File: src/rtl/stc_pkg.sv
// Shared definitions for the sparse tensor core row-buffer drain engine:
// FSM state encoding and the beat/row geometry helpers.
package stc_pkg;

  localparam logic [1:0] ST_IDLE   = 2'd0;
  localparam logic [1:0] ST_READ   = 2'd1;
  localparam logic [1:0] ST_SEND   = 2'd2;
  localparam logic [1:0] ST_FINISH = 2'd3;

  typedef enum logic [1:0] {
    IDLE   = ST_IDLE,
    READ   = ST_READ,
    SEND   = ST_SEND,
    FINISH = ST_FINISH
  } stc_state_e;

  // Row-count width for the default DW_COL=4 configuration (one extra bit so M itself fits)
  localparam int RC_W_DEFAULT = 5;

  function automatic int rc_width(input int dw_col);
    return dw_col + 1;
  endfunction

  // Number of memory beats that make up one buffer row
  function automatic int beats_of(input int n, input int dw_data, input int dw_mem);
    return (n * dw_data) / dw_mem;
  endfunction

  function automatic int bytes_per_beat(input int dw_mem);
    return dw_mem / 8;
  endfunction

endpackage

File: src/rtl/stc_row_serializer.sv
// Row register plus beat counter: captures one buffer row and presents it
// to the memory port as a sequence of DW_MEM-wide beats, low beat first.
module stc_row_serializer
  import stc_pkg::*;
#(
  parameter int N       = 16,
  parameter int DW_DATA = 32,
  parameter int DW_MEM  = 512
) (
  input  logic                   clk,
  input  logic                   reset,
  input  logic                   load,
  input  logic                   advance,
  input  logic [N*DW_DATA-1:0]   row_in,
  output logic [DW_MEM-1:0]      beat_data,
  output logic                   is_last_beat,
  output logic                   row_done
);

  localparam int BEATS = beats_of(N, DW_DATA, DW_MEM);
  localparam int BI_W  = (BEATS > 1) ? $clog2(BEATS) : 1;
  localparam logic [BI_W-1:0] LAST_BEAT = BI_W'(BEATS - 1);

  logic [N*DW_DATA-1:0] row_q;
  logic [BI_W-1:0]      beat_idx;

  // Capture the row on load and step through its beats on each accepted beat
  always_ff @(posedge clk or posedge reset) begin
    if (reset) begin
      row_q    <= '0;
      beat_idx <= '0;
    end else if (load) begin
      row_q    <= row_in;
      beat_idx <= '0;
    end else if (advance) begin
      beat_idx <= is_last_beat ? '0 : beat_idx + 1'b1;
    end
  end

  assign beat_data    = row_q[int'(beat_idx)*DW_MEM +: DW_MEM];
  assign is_last_beat = (beat_idx == LAST_BEAT);
  assign row_done     = advance & is_last_beat;

endmodule

File: src/rtl/stc_dbuffer_drain.sv
// Drain engine for the sparse tensor core D/C row buffer. Sweeps rows
// 0..rows-1 through the buffer's outside read port and streams each row to
// memory as byte-addressed beats over a valid/ready master port.
module stc_dbuffer_drain
  import stc_pkg::*;
#(
  parameter int M       = 16,
  parameter int N       = 16,
  parameter int DW_MEM  = 512,
  parameter int DW_COL  = 4,
  parameter int DW_DATA = 32,
  parameter int AW      = 32
) (
  input  logic                   clk,
  input  logic                   reset,
  input  logic                   start,
  input  logic [DW_COL:0]        row_count,
  input  logic [AW-1:0]          base_addr,
  output logic [DW_COL-1:0]      col_out,
  input  logic [N*DW_DATA-1:0]   D_row_out,
  output logic                   m_valid,
  input  logic                   m_ready,
  output logic [DW_MEM-1:0]      m_data,
  output logic [AW-1:0]          m_addr,
  output logic                   m_last,
  output logic                   busy,
  output logic                   done
);

  localparam int RC_W = rc_width(DW_COL);
  localparam int BPB  = bytes_per_beat(DW_MEM);
  localparam logic [RC_W-1:0] M_RC    = RC_W'(M);
  localparam logic [AW-1:0]   ADDR_INC = AW'(BPB);

  stc_state_e       state;
  logic [RC_W-1:0]  rows;
  logic [DW_COL-1:0] row_idx;
  logic [AW-1:0]    addr;
  logic             zero_done;

  logic handshake;
  logic row_done;
  logic is_last_beat;
  logic last_row;

  assign handshake = m_valid & m_ready;
  assign last_row  = (RC_W'(row_idx) == rows - RC_W'(1));

  stc_row_serializer #(
    .N       (N),
    .DW_DATA (DW_DATA),
    .DW_MEM  (DW_MEM)
  ) u_ser (
    .clk          (clk),
    .reset        (reset),
    .load         (state == READ),
    .advance      (handshake),
    .row_in       (D_row_out),
    .beat_data    (m_data),
    .is_last_beat (is_last_beat),
    .row_done     (row_done)
  );

  // Drain sequencer: row/address bookkeeping and the buffer read index.
  // col_out is set one cycle ahead so D_row_out is settled during READ.
  always_ff @(posedge clk or posedge reset) begin
    if (reset) begin
      state     <= IDLE;
      rows      <= '0;
      row_idx   <= '0;
      addr      <= '0;
      col_out   <= '0;
      zero_done <= 1'b0;
    end else begin
      zero_done <= 1'b0;
      case (state)
        IDLE: begin
          if (start) begin
            if (row_count == '0) begin
              zero_done <= 1'b1;
            end else begin
              rows    <= (row_count > M_RC) ? M_RC : row_count;
              addr    <= base_addr;
              row_idx <= '0;
              col_out <= '0;
              state   <= READ;
            end
          end
        end
        READ: state <= SEND;
        SEND: begin
          if (handshake) begin
            addr <= addr + ADDR_INC;
            if (row_done) begin
              if (last_row) begin
                state <= FINISH;
              end else begin
                row_idx <= row_idx + 1'b1;
                col_out <= row_idx + 1'b1;
                state   <= READ;
              end
            end
          end
        end
        FINISH: state <= IDLE;
        default: state <= IDLE;
      endcase
    end
  end

  assign m_valid = (state == SEND);
  assign m_addr  = addr;
  assign m_last  = m_valid & is_last_beat & last_row;
  assign busy    = (state != IDLE);
  assign done    = (state == FINISH) | zero_done;

endmodule

File: config.mk
export PLATFORM = sky130hd
export DESIGN_NAME = stc_dbuffer_drain
export DESIGN_NICKNAME = d
export VERILOG_FILES = /design/src/rtl/stc_pkg.sv /design/src/rtl/stc_row_serializer.sv /design/src/rtl/stc_dbuffer_drain.sv
export SDC_FILE = /design/constraint.sdc
export NUM_CORES = 1
export LEC_CHECK = 0
export BUFFER_PORTS_ARGS = -buffer_cell sky130_fd_sc_hd__buf_2
export CORE_AREA = 2 2 435 437
export CTS_CLUSTER_SIZE = 14
export DETAILED_ROUTE_END_ITERATION = 8
export DIE_AREA = 0 0 437 439
export PLACE_DENSITY_LB_ADDON = 0.12
export SETUP_SLACK_MARGIN = 0.05
export SYNTH_ARGS = -nofsm -noshare
export SYNTH_HDL_FRONTEND = slang
export SYNTH_SLANG_ARGS = --single-unit
File: constraint.sdc
create_clock -name clk -period 27.1 [get_ports clk]
set_clock_uncertainty 0.15 [all_clocks]
set_input_delay 2.71 -clock clk [delete_from_list [all_inputs] [get_ports clk]]
set_output_delay 2.71 -clock clk [all_outputs]
set_load 0.05 [all_outputs]
Yosys cells after proc, flatten, opt, wreduce, memory -nomap -nowiden
Cells that the tools add are included.
{"block": "classes", "div_mod_pow": 0, "bitwise_logic": 7, "n_eq_ne": 9, "n_shift": 1, "n_reduce_logical": 9, "n_mux": 23, "n_addsub": 4, "magnitude_cmp": 1, "n_mul": 0}
{"operator": "indexed part select 512 x 11 -> 512 bit", "n": 1}
{"operator": "2-to-1 mux 32 bit", "n": 3}
{"operator": "one-hot mux 32 bit (2 select lines)", "n": 1}
{"operator": "adder 32 x 7 -> 32 bit (second input constant)", "n": 1}
{"operator": "2-to-1 mux 4 bit", "n": 5}
{"operator": "2-to-1 mux 2 bit", "n": 5}
{"operator": "one-hot mux 2 bit (4 select lines)", "n": 1}
{"operator": "one-hot mux 4 bit (2 select lines)", "n": 1}
{"operator": "AND reduction 4 bit", "n": 2}
{"operator": "2-to-1 mux 1 bit", "n": 6}
{"operator": "inequality test 2 bit (second input constant)", "n": 3}
{"operator": "AND reduction 6 bit", "n": 1}
{"operator": "nonzero test 2 bit", "n": 3}
{"operator": "equality test 4 x 5 -> 1 bit", "n": 1}
{"operator": "greater-than comparator 5 bit (second input constant)", "n": 1}
{"operator": "logical NOT 5 bit", "n": 1}
{"operator": "2-to-1 mux 5 bit", "n": 1}
{"operator": "subtractor 5 x 1 -> 5 bit (second input constant)", "n": 1}
{"operator": "adder 4 x 1 -> 4 bit (second input constant)", "n": 1}
{"operator": "bitwise AND 1 bit", "n": 4}
{"operator": "equality test 2 bit (second input constant)", "n": 2}
{"operator": "inequality test 2 x 1 -> 1 bit (second input constant)", "n": 2}
{"operator": "AND reduction 3 bit", "n": 1}
{"operator": "equality test 2 x 1 -> 1 bit (second input constant)", "n": 1}
{"operator": "4 further kinds", "n": 5}
{"block": "totals", "n_memories": 0, "wordCells": 61, "reg_bits": 557, "latchBits": 0, "in_bits": 553, "out_inout_bits": 552, "ramBits": 0, "mem_bits_ro": 0}

Logic depth before layout (Yosys ltp)
{"block": "depth", "word_depth": 6, "ltp_mapped": 11, "depth_no_buf": 7}

By module
From an unflattened synthesis, not the netlist that was laid out.
{"block": "unflattened", "cells_unflattened": 1373, "hier_area_um2": 21839.7}
{"mod": "stc_row_serializer", "seq_area_each_um2": 12812.3, "area_each_um2": 19243.5, "cells_per_inst": 1085, "n_inst": 1}
{"mod": "stc_dbuffer_drain", "seq_area_each_um2": 1101.1, "area_each_um2": 2596.2, "cells_per_inst": 288, "n_inst": 1}

Least setup slack after synthesis
OpenSTA, ideal clock, no wires.
{"block": "synth_path", "path_kind": "reg-to-output", "start": "register row_idx[2]", "end": "output port m_last", "slack_ns": 22.277, "path_stages_with_launch": 4, "arrival_ns": 1.963, "cell_sequence": "dfrtp_1 > and4bb_1 > a22oi_1 > a211oi_2"}
{"block": "synth_via", "elab_chain_cells": 2}
{"item": "start: declaration", "line_no": "stc_dbuffer_drain.sv:37", "source": "logic [DW_COL-1:0] row_idx;"}
{"item": "start signal: assignment", "line_no": "stc_dbuffer_drain.sv:98", "source": "row_idx <= row_idx + 1'b1;"}
{"item": "equality test 4 x 5 -> 1 bit", "line_no": "stc_dbuffer_drain.sv:47", "source": "assign last_row = (RC_W'(row_idx) == rows - RC_W'(1));"}
{"item": "bitwise AND 1 bit", "line_no": "stc_dbuffer_drain.sv:113", "source": "assign m_last = m_valid & is_last_beat & last_row;"}
{"item": "end: declaration", "line_no": "stc_dbuffer_drain.sv:25", "source": "output logic m_last,"}
Every way passes these cells.

Final worst setup path
{"block": "layout_path", "start": "register state[1]", "end": "output port m_last"}
{"block": "layout_via", "elab_chain_cells": 3}
{"item": "start: declaration", "line_no": "stc_dbuffer_drain.sv:35", "source": "stc_state_e state;"}
{"item": "start signal: assignment", "line_no": "stc_dbuffer_drain.sv:68", "source": "state <= IDLE;"}
{"item": "start signal: assignment", "line_no": "stc_dbuffer_drain.sv:86", "source": "state <= READ;"}
{"item": "start signal: assignment", "line_no": "stc_dbuffer_drain.sv:90", "source": "READ: state <= SEND;"}
{"item": "equality test 2 bit", "line_no": "stc_dbuffer_drain.sv:111", "source": "assign m_valid = (state == SEND);"}
{"item": "bitwise AND 1 bit (2 in a row)", "line_no": "stc_dbuffer_drain.sv:113"}
Every way passes these cells.

==> results by group <==
Outcome
  – Outcome: complete, no violations

Global route
  – Top Usage Layer GRT: met2
  – Met2 usage: 18.44%
  – Congestion Overflow GR: 0
  – Tot GR Track Use: 10.41%
  – Initial antenna violation count: 58
  – Met1 Use GR: 10.95%
  – Largest net degree at the start of global routing: 123
  – Number of global-route vias before repair: 17.24k
  – First-pass GRT wire length: 141,300 µm
  – Grt met3 use: 4.234%

Clocking
  – Post CTS Setup Buffer Count: 0
  – H-tree depth: 3
  – Sink Count: 556
  – CTS root buf: clkbuf_16
  – CTS Buf Count: 81
  – CTS tree: yes
  – Clk slew on worst S/H paths: 0.06 ns
  – Post-CTS Resized: 0
  – Clock tree buffer depth: 3
  – Hold-fix buffers, CTS: 0
  – Clk_lat worst skew: 0.70 ns

Worst setup path
  – Worst-path maximum fanout: 30
  – Crit-path cells: nand2b_1 > clkinv_1 > buf_4 > nand3_1 > a211oi_2 > buf_2
  – Setup crit end kind: primary output
  – Crit path required time: 24.24 ns
  – Worst setup startpoint: state[1]$_DFFE_PP0P_
  – R2R Path Start: state[1]$_DFFE_PP0P_
  – Slowest CP cell: dfrtp_1
  – CP Launch Type: register
  – WP buf/inv: 3
  – Critical path class: register to primary output
  – Arr. time, crit path: 3.69 ns
  – Crit path max-delay family: buffers and inverters
  – Max incr delay on CP: 0.75 ns

Logic synthesis
  – Post-synth EDFFs: 0
  – Register area share after synthesis: 64.81%
  – Synth cell types: 52
  – Post-Syn Instances: 1,367
  – Synthesized Nets: 1,923
  – Syn Area/Cell: 15.71 µm²
  – Post-synthesis register bit count: 556
  – Synthesized cell area: 21,470 µm²
  – Synth Flop Type: dfrtp_1
  – Ys Warns: 0
  – Asr flop ratio synth: 100.0%

STA
  – Tcrit/Tclk final: 24.17%
  – Worst-Margin Slew: 1.058 ns
  – # setup viols final: 0
  – RSZ-0062 raised after global routing: false
  – Hold Vio Cnt, Final: 0
  – Hold_ws: 0.3442 ns
  – Setup TNS: 0 ns
  – Fmax: 0.1527 GHz
  – Crit path time final: 6.550 ns
  – Slew headroom: 29.48%
  – Total count of max-transition violations in the final report: 0

Worst hold path
  – Worst hold start: u_ser.row_q[94]$_DFFE_PP0N_
  – Hold Crit Class: register to register

Routing
  – Antenna viol nets, final: 0
  – 1st-iter DRT viols: 491
  – Post-route DRC: 0
  – Vias per cell: 3.151
  – Vias: 16.00k
  – Detailed Route WL: 103,400 µm
  – DR WL/cell: 20.37 µm
  – DRT Pass-1 Iters: 4

Layout
  – Fillcell total: 20.90k
  – Synth-to-layout area growth: 51.97%
  – Share of cells above drive strength 1: 69.51%
  – Multi-input gate area: 7134 µm²
  – Fin util: 17.45%
  – Nets: 3,054
  – Register Area: 13,910 µm²
  – Final Instance Area: 32,630 µm²

Placement
  – Placed inst area: 29,880 µm²
  – Detailed Place HPWL: 80,510 µm
  – RD Place Congestion: 0.7579
  – Number of port buffers: 1,104

Flow run
  – Max cap viols: 0

Floorplan
  – I/O Pins: 1,105
  – Chip Height: 439 µm
  – Full die area: 191,800 µm²
  – Core box area: 187,000 µm²
  – Initial Util: 11.48%
  – # rows: 159
  – Die X: 437 µm
sequential cells by signal, indices dropped and copies added, names as in the netlist:
| signal | cells |
|---|---|
| m_addr | 32 |
| row_idx | 4 |
| rows | 5 |
| state | 2 |
| u_ser.row_q | 512 |
| zero_done | 1 |
stage by stage:
step / cells / setup WS (ns)
5_1_grt: 5062 / 20.22
2_1_floorplan: 1367 / 8.693
6_report: 5077 / 20.55
3_3_place_gp: 4910 / 20.25
4_1_cts: 5050 / 20.39
3_5_place_dp: 4910 / 20.27
cells by family after synthesis:
group | synth area share [%]
buf+inv | 1.999
flops | 64.81
simple gates | 2.722
xor+xnor | 0.2040
fa+ha+maj | 0.1749
mux | 27.41
compound gates | 2.687
worst paths after layout:
kind	end	slack [ns]	cells after the start
worst max-delay path	m_last	20.55	6
worst min-delay path	u_ser.row_q[94]$_DFFE_PP0N_	0.34	1
worst max register to register	u_ser.row_q[259]$_DFFE_PP0N_	21.30	6
worst min register to register	u_ser.row_q[94]$_DFFE_PP0N_	0.34	1
max in group asynchronous	u_ser.row_q[39]$_DFFE_PP0N_	21.39	6
min in group asynchronous	u_ser.row_q[484]$_DFFE_PP0N_	1.94	2
layer usage:
layer / vias to the layer above / wire, µm / part of all wire (%)
met5: - / 112 / 0.11
met4: 18 / 3444 / 3.3
met3: 188 / 8409 / 8.1
met2: 638 / 53870 / 52
met1: 7972 / 37600 / 36
li1: 7180 / - / -
cell type report:
class,instances,area share (%)
multi-input cells,730,21.87
clock buffers,116,7.137
diodes,27,0.2071
flip-flops and latches,556,42.64
repair buffers,1122,17.39
well taps,2495,9.568
clock inverters,24,1.078
inverters,7,0.1112
cells in the mapped netlist (2+ instances only):
library cell	n	share of area, %
a31oi_1	4	0.12
ha_1	3	0.17
nand4_1	7	0.20
inv_1	5	0.087
nor3b_1	3	0.10
nand2_1	30	0.52
buf_4	3	0.10
nand3_1	13	0.30
buf_2	53	1.2
a211oi_1	2	0.070
xor2_1	2	0.082
a2bb2oi_1	2	0.082
nor2_1	16	0.28
nor4_1	3	0.087
or2_2	2	0.058
o31ai_1	2	0.070
and2_1	4	0.12
mux2_2	519	27
xnor2_1	3	0.12
and3_1	3	0.087
nor3_1	7	0.16
buf_6	6	0.31
a21o_1	2	0.070
and4_1	4	0.16
buf_1	2	0.035
clkbuf_1	10	0.17
o32ai_1	3	0.12
a21oi_1	28	0.65
nand2b_1	8	0.23
dfrtp_1	556	65
o22a_1	2	0.082
o22ai_1	12	0.35
mux2i_1	4	0.19
a311oi_1	3	0.12
o21ai_0	24	0.56
layout by cell type, fill, tap and decap left out, types with 4 or more instances in the layout:
master	count
buf_2	1104
dfrtp_1	556
mux2_2	519
clkbuf_16	81
nand2_1	30
a21oi_1	28
diode_2	27
o21ai_0	24
clkbuf_1	18
clkbuf_8	17
buf_4	17
nor2_1	16
nand3_1	13
o22ai_1	12
clkinv_2	8
nand2b_1	7
nor3_1	7
nand4_1	7
bufinv_16	5
inv_1	4
and2_1	4
and4_1	4
a31oi_1	4
mux2i_1	4
Power is not shown: default switching activity piles up to over one toggle a cycle in this logic, so the estimate is an artifact.
